$ cat src/rtl/ne16_streamer_sequencer.sv
// ---------------------------------------------------------------------------
// ne16_streamer_sequencer
//
// Sequences the NE16 streamer's shared TCDM path between the load sources
// (feat / weight / norm / streamin) and the store sink (conv). One command is
// handled at a time. When the command needs a different path than the one
// currently selected, the sequencer:
//   1. waits for the TCDM FIFO to drain,
//   2. switches the selects and clears the affected side and the FIFO,
//   3. lets the path settle,
//   4. starts the side, and
//   5. waits for that side's done pulse.
// Load and store traffic therefore never share the FIFO.
//
// Ports
//   clk_i, rst_ni        clock, asynchronous active-low reset
//   enable_i             0 freezes state/counters/selects and masks pulses
//   clear_i              synchronous soft clear, highest priority
//   cmd_valid_i/_ready_o command handshake, cmd_kind_i latched on accept
//   tcdm_fifo_empty_i    FIFO empty flag used to gate select changes
//   source_done_i        load-side transfer-done pulse
//   sink_done_i          store-side transfer-done pulse
//   ld_st_mux_sel_o      0 = load path, 1 = store path
//   ld_which_sel_o       load target 0..3
//   clear_*_o            one-cycle clears of source, sink and FIFO
//   source/sink_start_o  one-cycle start pulses
//   busy_o               FSM not idle
//   done_o               one-cycle completion pulse
//   error_o              sticky error (illegal command or watchdog)
// ---------------------------------------------------------------------------
module ne16_streamer_sequencer #(
    parameter int unsigned SETTLE_CYCLES  = 1,
    parameter int unsigned TIMEOUT_CYCLES = 0,
    parameter int unsigned CNT_WIDTH      = 16
) (
    input  logic       clk_i,
    input  logic       rst_ni,
    input  logic       enable_i,
    input  logic       clear_i,
    input  logic       cmd_valid_i,
    output logic       cmd_ready_o,
    input  logic [2:0] cmd_kind_i,
    input  logic       tcdm_fifo_empty_i,
    input  logic       source_done_i,
    input  logic       sink_done_i,
    output logic       ld_st_mux_sel_o,
    output logic [1:0] ld_which_sel_o,
    output logic       clear_source_o,
    output logic       clear_sink_o,
    output logic       clear_fifo_o,
    output logic       source_start_o,
    output logic       sink_start_o,
    output logic       busy_o,
    output logic       done_o,
    output logic       error_o
);

    typedef enum logic [2:0] {
        S_IDLE   = 3'd0,
        S_DRAIN  = 3'd1,
        S_SWITCH = 3'd2,
        S_SETTLE = 3'd3,
        S_START  = 3'd4,
        S_BUSY   = 3'd5
    } state_e;

    localparam logic [2:0] KIND_STORE = 3'd4;

    // SETTLE occupies max(SETTLE_CYCLES,1) cycles: the counter is loaded with
    // one less than the settle length and START follows when it reads zero.
    localparam logic [3:0] SETTLE_LOAD =
        (SETTLE_CYCLES == 0) ? 4'd0 : 4'(SETTLE_CYCLES - 1);

    localparam logic [CNT_WIDTH-1:0] WDOG_MAX   = '1;
    // TIMEOUT_CYCLES is expected to fit in CNT_WIDTH bits.
    localparam logic [CNT_WIDTH-1:0] WDOG_LIMIT = CNT_WIDTH'(TIMEOUT_CYCLES);
    localparam logic                 WDOG_EN    = (TIMEOUT_CYCLES != 0);

    function automatic logic is_illegal(input logic [2:0] kind);
        return (kind > KIND_STORE);
    endfunction

    function automatic logic is_store(input logic [2:0] kind);
        return (kind == KIND_STORE);
    endfunction

    // A store matches whenever the store path is already selected; a load
    // matches only if the load path and the same target are selected.
    function automatic logic sel_match(input logic [2:0] kind,
                                       input logic       ld_st,
                                       input logic [1:0] which);
        if (is_store(kind)) begin
            return ld_st;
        end else begin
            return (!ld_st) && (which == kind[1:0]);
        end
    endfunction

    state_e               state_q, state_d;
    logic [2:0]           kind_q, kind_d;
    logic                 ld_st_q, ld_st_d;
    logic [1:0]           which_q, which_d;
    logic [3:0]           settle_q, settle_d;
    logic [CNT_WIDTH-1:0] wdog_q, wdog_d;
    logic                 error_q, error_d;

    logic                 cmd_ready_s;
    logic                 clear_source_s;
    logic                 clear_sink_s;
    logic                 clear_fifo_s;
    logic                 source_start_s;
    logic                 sink_start_s;
    logic                 done_s;
    logic                 active_done_s;
    logic [CNT_WIDTH-1:0] wdog_inc_s;

    // Handshake ready: idle, enabled, no error; clear_i also blocks accept.
    always_comb begin
        cmd_ready_s = (state_q == S_IDLE) && enable_i && !error_q && !clear_i;
    end

    // Watchdog count including the current BUSY cycle, saturating.
    always_comb begin
        if (wdog_q == WDOG_MAX) begin
            wdog_inc_s = wdog_q;
        end else begin
            wdog_inc_s = wdog_q + {{(CNT_WIDTH-1){1'b0}}, 1'b1};
        end
    end

    // Done input of the side that is currently running.
    always_comb begin
        if (is_store(kind_q)) begin
            active_done_s = sink_done_i;
        end else begin
            active_done_s = source_done_i;
        end
    end

    // Next-state and pulse generation.
    always_comb begin
        state_d        = state_q;
        kind_d         = kind_q;
        ld_st_d        = ld_st_q;
        which_d        = which_q;
        settle_d       = settle_q;
        wdog_d         = wdog_q;
        error_d        = error_q;
        clear_source_s = 1'b0;
        clear_sink_s   = 1'b0;
        clear_fifo_s   = 1'b0;
        source_start_s = 1'b0;
        sink_start_s   = 1'b0;
        done_s         = 1'b0;

        if (clear_i) begin
            state_d  = S_IDLE;
            kind_d   = 3'd0;
            ld_st_d  = 1'b0;
            which_d  = 2'd0;
            settle_d = 4'd0;
            wdog_d   = '0;
            error_d  = 1'b0;
        end else if (!enable_i) begin
            // Everything holds; pulses stay at their zero defaults.
            state_d = state_q;
        end else begin
            case (state_q)
                S_IDLE: begin
                    if (cmd_valid_i && cmd_ready_s) begin
                        kind_d = cmd_kind_i;
                        if (is_illegal(cmd_kind_i)) begin
                            error_d = 1'b1;
                        end else if (sel_match(cmd_kind_i, ld_st_q, which_q)) begin
                            state_d = S_START;
                        end else begin
                            state_d = S_DRAIN;
                        end
                    end else begin
                        state_d = S_IDLE;
                    end
                end
                S_DRAIN: begin
                    if (tcdm_fifo_empty_i) begin
                        state_d = S_SWITCH;
                    end else begin
                        state_d = S_DRAIN;
                    end
                end
                S_SWITCH: begin
                    ld_st_d = is_store(kind_q);
                    if (is_store(kind_q)) begin
                        which_d        = which_q;
                        clear_sink_s   = 1'b1;
                    end else begin
                        which_d        = kind_q[1:0];
                        clear_source_s = 1'b1;
                    end
                    clear_fifo_s = 1'b1;
                    settle_d     = SETTLE_LOAD;
                    state_d      = S_SETTLE;
                end
                S_SETTLE: begin
                    if (settle_q == 4'd0) begin
                        state_d = S_START;
                    end else begin
                        settle_d = settle_q - 4'd1;
                    end
                end
                S_START: begin
                    if (is_store(kind_q)) begin
                        sink_start_s   = 1'b1;
                    end else begin
                        source_start_s = 1'b1;
                    end
                    wdog_d  = '0;
                    state_d = S_BUSY;
                end
                S_BUSY: begin
                    wdog_d = wdog_inc_s;
                    // A done in the same cycle as the watchdog limit wins.
                    if (active_done_s) begin
                        done_s  = 1'b1;
                        state_d = S_IDLE;
                    end else if (WDOG_EN && (wdog_inc_s >= WDOG_LIMIT)) begin
                        error_d        = 1'b1;
                        clear_source_s = 1'b1;
                        clear_sink_s   = 1'b1;
                        clear_fifo_s   = 1'b1;
                        state_d        = S_IDLE;
                    end else begin
                        state_d = S_BUSY;
                    end
                end
                default: begin
                    state_d = S_IDLE;
                end
            endcase
        end
    end

    // State, select, counter and error registers.
    always_ff @(posedge clk_i or negedge rst_ni) begin
        if (!rst_ni) begin
            state_q  <= S_IDLE;
            kind_q   <= 3'd0;
            ld_st_q  <= 1'b0;
            which_q  <= 2'd0;
            settle_q <= 4'd0;
            wdog_q   <= '0;
            error_q  <= 1'b0;
        end else begin
            state_q  <= state_d;
            kind_q   <= kind_d;
            ld_st_q  <= ld_st_d;
            which_q  <= which_d;
            settle_q <= settle_d;
            wdog_q   <= wdog_d;
            error_q  <= error_d;
        end
    end

    assign cmd_ready_o     = cmd_ready_s;
    assign ld_st_mux_sel_o = ld_st_q;
    assign ld_which_sel_o  = which_q;
    assign clear_source_o  = clear_source_s;
    assign clear_sink_o    = clear_sink_s;
    assign clear_fifo_o    = clear_fifo_s;
    assign source_start_o  = source_start_s;
    assign sink_start_o    = sink_start_s;
    assign busy_o          = (state_q != S_IDLE);
    assign done_o          = done_s;
    assign error_o         = error_q;

endmodule
$ cat config.mk
export PLATFORM = sky130hd
export DESIGN_NAME = ne16_streamer_sequencer
export DESIGN_NICKNAME = d
export VERILOG_FILES = /design/src/rtl/ne16_streamer_sequencer.sv
export SDC_FILE = /design/constraint.sdc
export NUM_CORES = 1
export LEC_CHECK = 0
export CAP_MARGIN = 5
export CORE_MARGIN = 2
export CORE_UTILIZATION = 50
export CTS_BUF_LIST = sky130_fd_sc_hd__clkbuf_8
export CTS_CLUSTER_SIZE = 20
export DETAILED_ROUTE_END_ITERATION = 10
export HOLD_SLACK_MARGIN = 0.06
export PLACE_DENSITY = 0.81
export SLEW_MARGIN = 40
export SYNTH_ARGS = -nofsm -noshare
export SYNTH_HDL_FRONTEND = slang
export SYNTH_SLANG_ARGS = --single-unit
$ cat constraint.sdc
create_clock -name clk_i -period 4.1 [get_ports clk_i]
set_input_delay 0.615 -clock clk_i [delete_from_list [all_inputs] [get_ports clk_i]]
set_output_delay 0.615 -clock clk_i [all_outputs]
set_load 0.02 [all_outputs]
==> summary.md <==
| Metric | Value |
|---|---|
| Status | complete, no violations |
| WHS | 0.514 ns |
| Critical path required time | 3.48 ns |
| Synth cell types | 38 |
| Startpoint class of the critical path | input pin |
| All-Layer GR Usage | 0.221 |
| First-pass GRT wire length | 3310 um |
| Reg clk slew, reported paths | 0.06 ns |
| Lkg Pwr | 0.497 nW |
| Relative slew slack | 0.591 |
| DRT Pass-1 Iters | 4 |
| Cts bufs inserted | 3 |
| # rows | 15 |
| Placed cell count | 144 |
| Fin cells | 148 |
| Fin area | 1200 um2 |
| Hold Crit Class | register to register |
| Initial antenna violation count | 0 |
| Commonest non-fill, non-tap cells in the layout | clkdlybuf4s50_1, dfrtp_1, nor2_1 |
| Grt total ovfl | 0 |
| Largest net degree at the start of global routing | 20 |
| Max IR drop VDD | 0.228 mV |
| Unrepaired setup endpoints after global routing | false |
| Clock period minus worst slack | 3.24 ns |
| CTS tree | yes |
| Residual DRC count | 0 |
| H-tree lvl count | 1 |
| Layout cell share with drive strength beyond 1 | 0.0650 |
| HPWL Detailed | 1520 um |
| Setup bufs post-CTS | 0 |
| Crit Path Max Fanout | 19 |
| Final period utilization | 0.791 |
| Die width | 47.0 um |
| Root Driver | clkbuf_8 |
| Max-cap violations | 0 |
| Fmax | 308 MHz |
| Layout Nets | 137 |
| Core box area | 1730 um2 |
| Insertion delay to the later sink of the worst-skew pair | 0.25 ns |
| Slew Limit Fails | 0 |
| Io pins | 23 |
| Crit end category | output port |
| Syn_nets | 115 |
| Wirelength per Cell | 13.4 um |
| Antenna-violating nets left | 0 |
| Port buffer count | 22 |
| Diode count | 0 |
| Power per Cell Area | 324 nW/um2 |
| Final setup fails | 0 |
| Bufs on Longest Clock Path | 2 |
| Hold Vio Cnt, Final | 0 |
| Global placement routability congestion | 0.825 |
| Commonest non-fill, non-tap cell in the layout | clkdlybuf4s50_1 |
| Synthesis-stage register bit count | 14 |
| Ys Warns | 0 |
| Post-Synthesis Mean Instance Area | 9.05 um2 |
| Avg Vias per Cell | 5.64 |
| Setup CP Type | input pin to output port |
| Worst EP arrival | 2.63 ns |
| Seq/Total Area, Yosys | 0.379 |
| Vias after detailed routing | 835 |
| Initial Util | 0.535 |
| Synth Instances | 102 |
| Area of the mapped netlist | 923 um2 |
| CTS Sinks | 14 |
| PostCTS Resize Cnt | 0 |
| Die Area | 2210 um2 |
| Detailed Route WL | 1980 um |
| Hold buffer count at cts | 0 |
| Vias in the first global route | 759 |
| Sum Neg Setup Slack | 0 ns |
| Layout area overhead | 29.9% |
| Slew @ Worst Pin | 0.611 ns |
| Clk_skew | 0.00528 ns |
| Post-Place Cell Area | 1140 um2 |
| 1st-iter DRT viols | 12 |
| Die height | 47.0 um |
report_power, final:
group | switching (W) | internal (W) | total, W
clock | 0.0000517 | 0.0000852 | 0.000137
combinational | 0.0000424 | 0.0000465 | 0.0000890
sequential | 0.0000153 | 0.000147 | 0.000163
cells by family after synthesis:
| kind of cell | synth area share |
|---|---|
| fa+ha+maj | 0.0271 |
| flops | 0.379 |
| compound gates | 0.156 |
| xor+xnor | 0.0285 |
| mux | 0.0556 |
| buf+inv | 0.0610 |
| simple gates | 0.293 |
flip-flops by register name (all words and copies together), names as in the netlist:
register         cells
ld_which_sel_o       2
ld_st_mux_sel_o      1
settle_q             4
error_o              1
kind_q               3
state_q              3
worst max-delay path, cell delays in order:
cell and delay [ns]:
clkdlybuf4s50_1 0.72, nor4_1 0.50, nor2b_1 0.18, clkdlybuf4s50_1 0.61
area by class of cell:
| class | count | area (um2) |
|---|---|---|
| Tap cell | 25 | 31.3 |
| Clock buffer | 4 | 55.1 |
| Inverter | 7 | 26.3 |
| Timing Repair Buffer | 22 | 220 |
| Fill cell | 136 | 527 |
| Multi-Input combinational cell | 76 | 517 |
| Sequential cell | 14 | 350 |
layer usage:
metal  track usage  wire, um
met2         0.351       913
met4        0.0833        36
met3        0.0577        97
met5             0         0
met1         0.289       929
path summary, 6_finish.rpt:
check / from / endpoint / slack [ns] / depth (start not counted)
setup / recovery: clear_i / cmd_ready_o / 0.86 / 4
hold / removal: settle_q[1] / settle_q[1] / 0.51 / 2
setup reg to reg: settle_q[0] / settle_q[3] / 2.32 / 7
hold reg to reg: settle_q[1] / settle_q[1] / 0.51 / 2
max in group asynchronous: rst_ni / ld_st_mux_sel_o / 2.96 / 1
min in group asynchronous: rst_ni / state_q[0] / 0.74 / 1
Yosys cell counts:
library cell / number / share of area
dfrtp_1: 14 / 0.38
nor2_1: 12 / 0.049
inv_1: 7 / 0.028
nand2_1: 7 / 0.028
nor3_1: 6 / 0.033
mux2i_1: 4 / 0.043
a22o_1: 3 / 0.028
buf_2: 3 / 0.016
nand3b_1: 3 / 0.024
nor2b_1: 3 / 0.020
nor4_1: 3 / 0.020
o21ai_0: 3 / 0.016
xnor2_1: 3 / 0.028
a21oi_1: 2 / 0.011
a41oi_1: 2 / 0.019
and2_1: 2 / 0.014
ha_1: 2 / 0.027
nand2b_1: 2 / 0.014
or3_1: 2 / 0.014
a211o_1: 1 / 0.0095
a211oi_1: 1 / 0.0081
a21o_1: 1 / 0.0081
a221o_1: 1 / 0.011
a22oi_1: 1 / 0.0081
and3_1: 1 / 0.0068
and3b_1: 1 / 0.0095
buf_1: 1 / 0.0041
buf_6: 1 / 0.012
mux2_2: 1 / 0.012
nand4bb_1: 1 / 0.012
nor3b_1: 1 / 0.0081
nor3b_4: 1 / 0.020
nor4bb_1: 1 / 0.011
o2111ai_1: 1 / 0.0095
o21a_1: 1 / 0.0081
o21ai_2: 1 / 0.0095
o41ai_1: 1 / 0.0095
or3b_2: 1 / 0.0095
per-stage QoR:
step / setup WS (ns) / util / power, W
after floorplan: 1.99 / - / 0.000222
after global placement: 0.887 / 0.663 / 0.000251
after detailed placement: 0.846 / 0.663 / 0.000254
after CTS: 0.845 / 0.695 / 0.000392
after global routing: 0.724 / 0.695 / 0.000411
final: 0.856 / 0.695 / 0.000389
(Power assumes the default switching activity.)
